$ cat src/rtl/erx_mux3.sv
// ============================================================================
// Module      : erx_mux3
// Description : Three-way receive-stream merger (rr / wr / rd) into a single
//               registered output stage with valid/wait handshaking and an
//               accepted-packet counter. Arbitration is fixed priority
//               (rr > wr > rd) unless ERX_MUX_RR_EN is defined, which enables
//               round-robin arbitration over rr, wr, rd.
// Revision    : 1.0 - initial release
// ============================================================================
`default_nettype none

module erx_mux3 #(
  parameter int PW = 104,
  parameter int CW = 16
) (
  input  logic          clk,
  input  logic          nreset,
  input  logic          rxwr_access,
  input  logic [PW-1:0] rxwr_packet,
  output logic          rxwr_wait,
  input  logic          rxrd_access,
  input  logic [PW-1:0] rxrd_packet,
  output logic          rxrd_wait,
  input  logic          rxrr_access,
  input  logic [PW-1:0] rxrr_packet,
  output logic          rxrr_wait,
  output logic          mux_access,
  output logic [PW-1:0] mux_packet,
  output logic [1:0]    mux_src,
  input  logic          mux_wait,
  output logic [CW-1:0] mux_count
);

  // Source codes double as bit positions in the request vector.
  localparam logic [1:0] c_src_rr = 2'd0;
  localparam logic [1:0] c_src_wr = 2'd1;
  localparam logic [1:0] c_src_rd = 2'd2;

  logic          r_mux_access;
  logic [PW-1:0] r_mux_packet;
  logic [1:0]    r_mux_src;
  logic [CW-1:0] r_mux_count;

  logic [2:0]    w_req;
  logic          w_any;
  logic          w_free;
  logic          w_accept;
  logic [1:0]    w_grant_src;
  logic [PW-1:0] w_grant_packet;

  assign w_req    = {rxrd_access, rxwr_access, rxrr_access};
  assign w_any    = |w_req;
  // The output register can take a new packet when empty or being drained.
  assign w_free   = ~r_mux_access | ~mux_wait;
  assign w_accept = nreset & w_free & w_any;

`ifdef ERX_MUX_RR_EN
  logic [1:0] r_ptr;
  logic [2:0] w_rot;
  logic [1:0] w_off;
  logic [2:0] w_sum;

  // Rotate requests so the pointer's source is bit 0, take the first set bit, rotate back.
  always_comb begin
    case (r_ptr)
      c_src_wr: w_rot = {w_req[0], w_req[2:1]};
      c_src_rd: w_rot = {w_req[1:0], w_req[2]};
      default:  w_rot = w_req;
    endcase
    if (w_rot[0])      w_off = 2'd0;
    else if (w_rot[1]) w_off = 2'd1;
    else               w_off = 2'd2;
    w_sum       = {1'b0, r_ptr} + {1'b0, w_off};
    w_grant_src = (w_sum >= 3'd3) ? (w_sum[1:0] - 2'd3) : w_sum[1:0];
  end

  // Move the pointer just past the source that actually transferred.
  always_ff @(posedge clk) begin
    if (!nreset) begin
      r_ptr <= c_src_rr;
    end else if (w_accept) begin
      r_ptr <= (w_grant_src == c_src_rd) ? c_src_rr : (w_grant_src + 2'd1);
    end
  end
`else
  // Fixed priority: read responses first, then writes, then read requests.
  always_comb begin
    if (rxrr_access)      w_grant_src = c_src_rr;
    else if (rxwr_access) w_grant_src = c_src_wr;
    else                  w_grant_src = c_src_rd;
  end
`endif

  // Select the packet of the granted source.
  always_comb begin
    case (w_grant_src)
      c_src_wr: w_grant_packet = rxwr_packet;
      c_src_rd: w_grant_packet = rxrd_packet;
      default:  w_grant_packet = rxrr_packet;
    endcase
  end

  // A requester proceeds only when granted into a free stage; idle sources
  // still see the stage's busy state, and everything stalls in reset.
  assign rxrr_wait = ~nreset | ~w_free | (rxrr_access & (w_grant_src != c_src_rr));
  assign rxwr_wait = ~nreset | ~w_free | (rxwr_access & (w_grant_src != c_src_wr));
  assign rxrd_wait = ~nreset | ~w_free | (rxrd_access & (w_grant_src != c_src_rd));

  // Output register: load on accept, clear valid when free and idle, hold when stalled.
  always_ff @(posedge clk) begin
    if (!nreset) begin
      r_mux_access <= 1'b0;
      r_mux_packet <= '0;
      r_mux_src    <= c_src_rr;
      r_mux_count  <= '0;
    end else if (w_free) begin
      if (w_any) begin
        r_mux_access <= 1'b1;
        r_mux_packet <= w_grant_packet;
        r_mux_src    <= w_grant_src;
        r_mux_count  <= r_mux_count + CW'(1);
      end else begin
        r_mux_access <= 1'b0;
      end
    end
  end

  assign mux_access = r_mux_access;
  assign mux_packet = r_mux_packet;
  assign mux_src    = r_mux_src;
  assign mux_count  = r_mux_count;

endmodule

`default_nettype wire

$ cat config.mk
export PLATFORM = sky130hd
export DESIGN_NAME = erx_mux3
export DESIGN_NICKNAME = d
export VERILOG_FILES = /design/src/rtl/erx_mux3.sv
export SDC_FILE = /design/constraint.sdc
export NUM_CORES = 1
export LEC_CHECK = 0
export CAP_MARGIN = 40
export CORE_AREA = 3 3 170 172
export CTS_CLUSTER_SIZE = 25
export DETAILED_ROUTE_END_ITERATION = 10
export DIE_AREA = 0 0 173 175
export HOLD_SLACK_MARGIN = 0.15
export SYNTH_ARGS = -nofsm -noshare
export SYNTH_HDL_FRONTEND = slang
export SYNTH_SLANG_ARGS = --single-unit
$ cat constraint.sdc
create_clock -name clk -period 2.1 [get_ports clk]
set_clock_uncertainty 0.2 [all_clocks]
set_input_delay 0.21 -clock clk [delete_from_list [all_inputs] [get_ports clk]]
set_output_delay 0.21 -clock clk [all_outputs]
set_load 0.05 [all_outputs]
Yosys cells after proc, flatten, opt, wreduce, memory -nomap -nowiden
Cells that the tools add are included.
{"block": "word_totals", "register_bits": 123, "output_inout_bits": 126, "wordCells": 28}
{"block": "op_classes", "add_sub_neg": 1, "n_eq_ne": 4, "mux": 4, "bitwise": 12, "n_reduce_logical": 3}
{"op": "104-bit case mux with 2 select lines", "count": 1}
{"op": "16-bit by 1-bit adder with 16-bit output, second input constant", "count": 1}
{"op": "1-bit bitwise OR", "count": 5}
{"op": "2-bit 2-to-1 mux", "count": 2}
{"op": "1-bit NOT", "count": 4}
{"op": "1-bit bitwise AND", "count": 3}
{"op": "3-bit OR reduction", "count": 1}
{"op": "2-bit by 1-bit == test with 1-bit output, second input constant", "count": 1}
{"op": "2-bit == test, second input constant", "count": 1}
{"op": "2-bit by 1-bit != test with 1-bit output, second input constant", "count": 1}
{"op": "2-bit != test, second input constant", "count": 1}
{"op": "2-bit AND reduction", "count": 1}
{"op": "2-bit nonzero test", "count": 1}
{"op": "1-bit 2-to-1 mux", "count": 1}

Logic depth before layout (Yosys ltp)
{"block": "logic_depth", "ltp_word": 5, "depth_mapped": 8}

Least setup slack after synthesis
No wires, ideal clock.
{"block": "synth_path", "path_kind": "register to register", "from": "register r_mux_count[0] (netlist: mux_count[0])", "to": "register r_mux_count[12] (netlist: mux_count[12])", "arrival_time_ns": 2.042, "required_time_ns": 1.830, "setup_slack_ns": -0.213, "path_stages_with_launch": 6, "n_path_buf": 0, "synth_period_minus_slack_ns": 2.313, "cell_sequence": "dfxtp_1 -> ha_1 -> a21boi_0 -> nand3_1 -> or4_1 -> a21oi_1"}
{"block": "synth_via", "elab_chain_len": 1}
{"item": "start, declared", "line_no": "42", "source": "logic [CW-1:0] r_mux_count;"}
{"item": "start signal, assigned", "line_no": "121", "source": "r_mux_count <= r_mux_count + CW'(1);"}
{"item": "16-bit by 1-bit adder with 16-bit output", "line_no": "121"}
Every way passes these cells.
A chain may end at the register's enable or synchronous reset.

Worst setup path in the final report
{"block": "layout_path", "from": "register r_mux_count[5] (netlist: mux_count[5])", "to": "output mux_count[5]"}
{"item": "end, declared", "line_no": "31", "source": "output logic [CW-1:0] mux_count"}
No word-level cell between the ends.

==> run_results.csv <==
group,metric,value,unit
outcome,status,"finished clean",
final_layout,area_growth,86.4,%
routing,ant_nets,0,
sta,final_hold_viol_count,0,
global_route,grt_max_degree,90,
power,power_frac_seq,32.4,%
routing,drc,0,
final_layout,final_nets,1641,
yosys,synthCells,903,
place,dp_hpwl,21800,um
setup_path,crit_fanout,3,
place,globalplace.congestion,0.795,
yosys,synthFlopType,"dfxtp_1",
global_route,grt_pass1_wl,42500,um
yosys,yosysWarnings,0,
clocking,clock_sink_count,123,
setup_path,arrival,1.62,ns
setup_path,crit_slowest_cell,"clkdlybuf4s50_1",
place,port_buffers,443,
routing,drt_first_pass_iters,4,
setup_path,critPathMaxStageDelay,0.85,ns
routing,num_vias,7575,
yosys,synth_fp_nets,1222,
die,dieArea,30300,um^2
die,core_area,27600,um^2
setup_path,critPathLaunchType,"register",
final_layout,final.fill_count,2879,
setup_path,critPathBufInv,1,
yosys,syn_area,6530,um^2
place,dp_slack,0.0316,ns
global_route,grt_pass1_vias,7377,
power,p_leak,4.82,nW
yosys,synthMuxAreaShare,16.1,%
clocking,clk_pin_slew,0.06,ns
yosys,synth_top_family_by_area,"simple AND/OR/NAND/NOR gates",
die,pin_count,444,
power,powerDensity,658,nW/um^2
yosys,synth_fa_ha_area_share,0.192,%
final_layout,drive_above_1_share,6.59,%
die,row_count,61,
sta,fin_tns_setup,0,ns
power,p_sw,2.52,mW
global_route,antenna_found_initial,2,
sta,slew_viol_final,0,
yosys,ys_seq_area_share,37.7,%
routing,totalWireLength,28100,um
yosys,synth-simple-area-share,21.9,%
yosys,synthDistinctLibCells,32,
setup_path,worstPathCellList,"clkdlybuf4s50_1",
clocking,cts_buffers,17,
clocking,clk_latency,0.41,ns
power,switching_share,31.5,%
setup_path,cp_top_family,"buffers and inverters",
sta,slew_headroom,61.7,%
yosys,synthArstFlopShare,0,%
global_route,grt_usage,17.8,%
yosys,synth_xor_area_share,0.805,%
sta,setup_ws,0.0695,ns
yosys,synth-compound-area-share,18.1,%
power,ir_worst_vdd,0.401,mV
sta,setup_violations,0,
clocking,htreeDepth,4,
yosys,ys_ff_latch,123,
sta,period_needed,2.03,ns
final_layout,final_cell_mix,"429 x clkdlybuf4s50_1, 321 x nand2_1, 116 x a21oi_1",
global_route,grt_overflow,0,
die,die_w,173,um
clocking,cts_tree,"built",
clocking,clock_tree.root_cell,"clkbuf_16",
flow_run,maxCapViolations,0,
power,combPwrFrac,29.9,%
setup_path,crit_required,1.69,ns
clocking,cts_buffer_depth,2,
sta,fin_crit_sh,96.7,%
die,start_util,23.6,%
yosys,synth_edf_count,0,
sta,rsz0062_at_grt,"false",
hold_path,min_path_type,"register to register",
die,die_h,175,um
routing,vias_per_cell,4.42,
setup_path,end_kind,"output port",
routing,drt_first_iter_violations,261,
setup_path,critical_path_class,"register to output port",
sta,fmax,492,MHz
final_layout,mostFrequentLayoutCell,"clkdlybuf4s50_1",
power,internal_power,5.48,mW
sta,tightest_slew,0.573,ns
yosys,avgSynthCellArea,7.23,um^2
power,p_clk_share,37.8,%
routing,wire_per_inst,16.4,um
final_layout,fin_util,44.0,%
## registers in the layout, summed over array words and instances (netlist names)
register and cells:
mux_src 2, mux_packet 104, mux_access 1, mux_count 16
## what timing repair did
| action | in CTS | in global routing |
|---|---|---|
| endpoints found under the hold margin | 3 | 0 |
| gates cloned | 0 | 0 |
| setup endpoints to repair | 3 | 1 |
| buffers inserted | 0 | 0 |
| hold buffers | 2 | 0 |
| resized for setup | 3 | 1 |
## metrics by stage
step / hold WS [ns] / power, mW / area (um^2) / std cells
after CTS: 0.251 / 8.13 / 12200 / 1713
after floorplan: 0.150 / 3.85 / 6550 / 903
final: 0.252 / 8.00 / 12200 / 1714
after global routing: 0.265 / 8.39 / 12200 / 1714
after global placement: 0.241 / 5.04 / 11500 / 1679
after detailed placement: 0.245 / 5.05 / 11500 / 1679
## cells in the mapped netlist (4+ instances only)
library cell  count  area, um^2
nand2_1         323        1210
dfxtp_1         123        2460
a21oi_1         116         581
o21ai_0         112         561
mux2i_1         105        1050
clkbuf_1         41         154
buf_2            21         105
nor2_1           10        37.5
buf_4             6        45.0
inv_1             5        18.8
buf_1             4        15.0
xnor2_1           4        35.0
## area by class of cell
| class | instances | area, um^2 | area share [%] |
|---|---|---|---|
| clock inverter | 12 | 139 | 1.14 |
| sequential | 123 | 2480 | 20.4 |
| tap | 378 | 473 | 3.89 |
| clock buffer | 20 | 468 | 3.85 |
| timing repair buffer | 472 | 4840 | 39.8 |
| multi-input combinational | 703 | 3740 | 30.8 |
| inverter | 5 | 21.3 | 0.175 |
| antenna | 1 | 2.50 | 0.0206 |
## power groups by stage
stage | Sequential [mW] | Clock (mW) | Combinational [mW]
detailed placement | 2.64 | 0 | 2.41
floorplan | 3.21 | 0 | 0.642
global placement | 2.63 | 0 | 2.40
finish | 2.59 | 3.02 | 2.39
CTS | 2.59 | 3.12 | 2.42
global route | 2.61 | 3.22 | 2.56
## worst paths after layout
kind / start / endpoint / slack, ns / cells past startpoint
setup reg to reg: mux_count[10]$_SDFFE_PN0P_ / mux_count[15]$_SDFFE_PN0P_ / 0.21 / 4
hold reg to reg: mux_packet[25]$_SDFFE_PN0P_ / mux_packet[25]$_SDFFE_PN0P_ / 0.25 / 2
hold / removal: mux_packet[25]$_SDFFE_PN0P_ / mux_packet[25]$_SDFFE_PN0P_ / 0.25 / 2
setup / recovery: mux_count[5]$_SDFFE_PN0P_ / mux_count[5] / 0.07 / 1
## cell families (layout without fill, tap and decap cells)
kind of cell,after synthesis,after routing
flip-flops,123,123
AO/OA/AOI/OAI,233,233
AND/OR/NAND/NOR,358,358
adder cells (fa/ha/maj),1,1
XOR/XNOR,6,6
multiplexers,105,105
other,0,1
buffers and inverters,77,509
## layer usage
layer	routed length (um)	GRT usage, %
met3	2500	6.91
met4	397	4.32
met5	13	0
met1	11300	20.3
met2	13900	31.3
No activity file was read; power rests on OpenSTA's default activity.
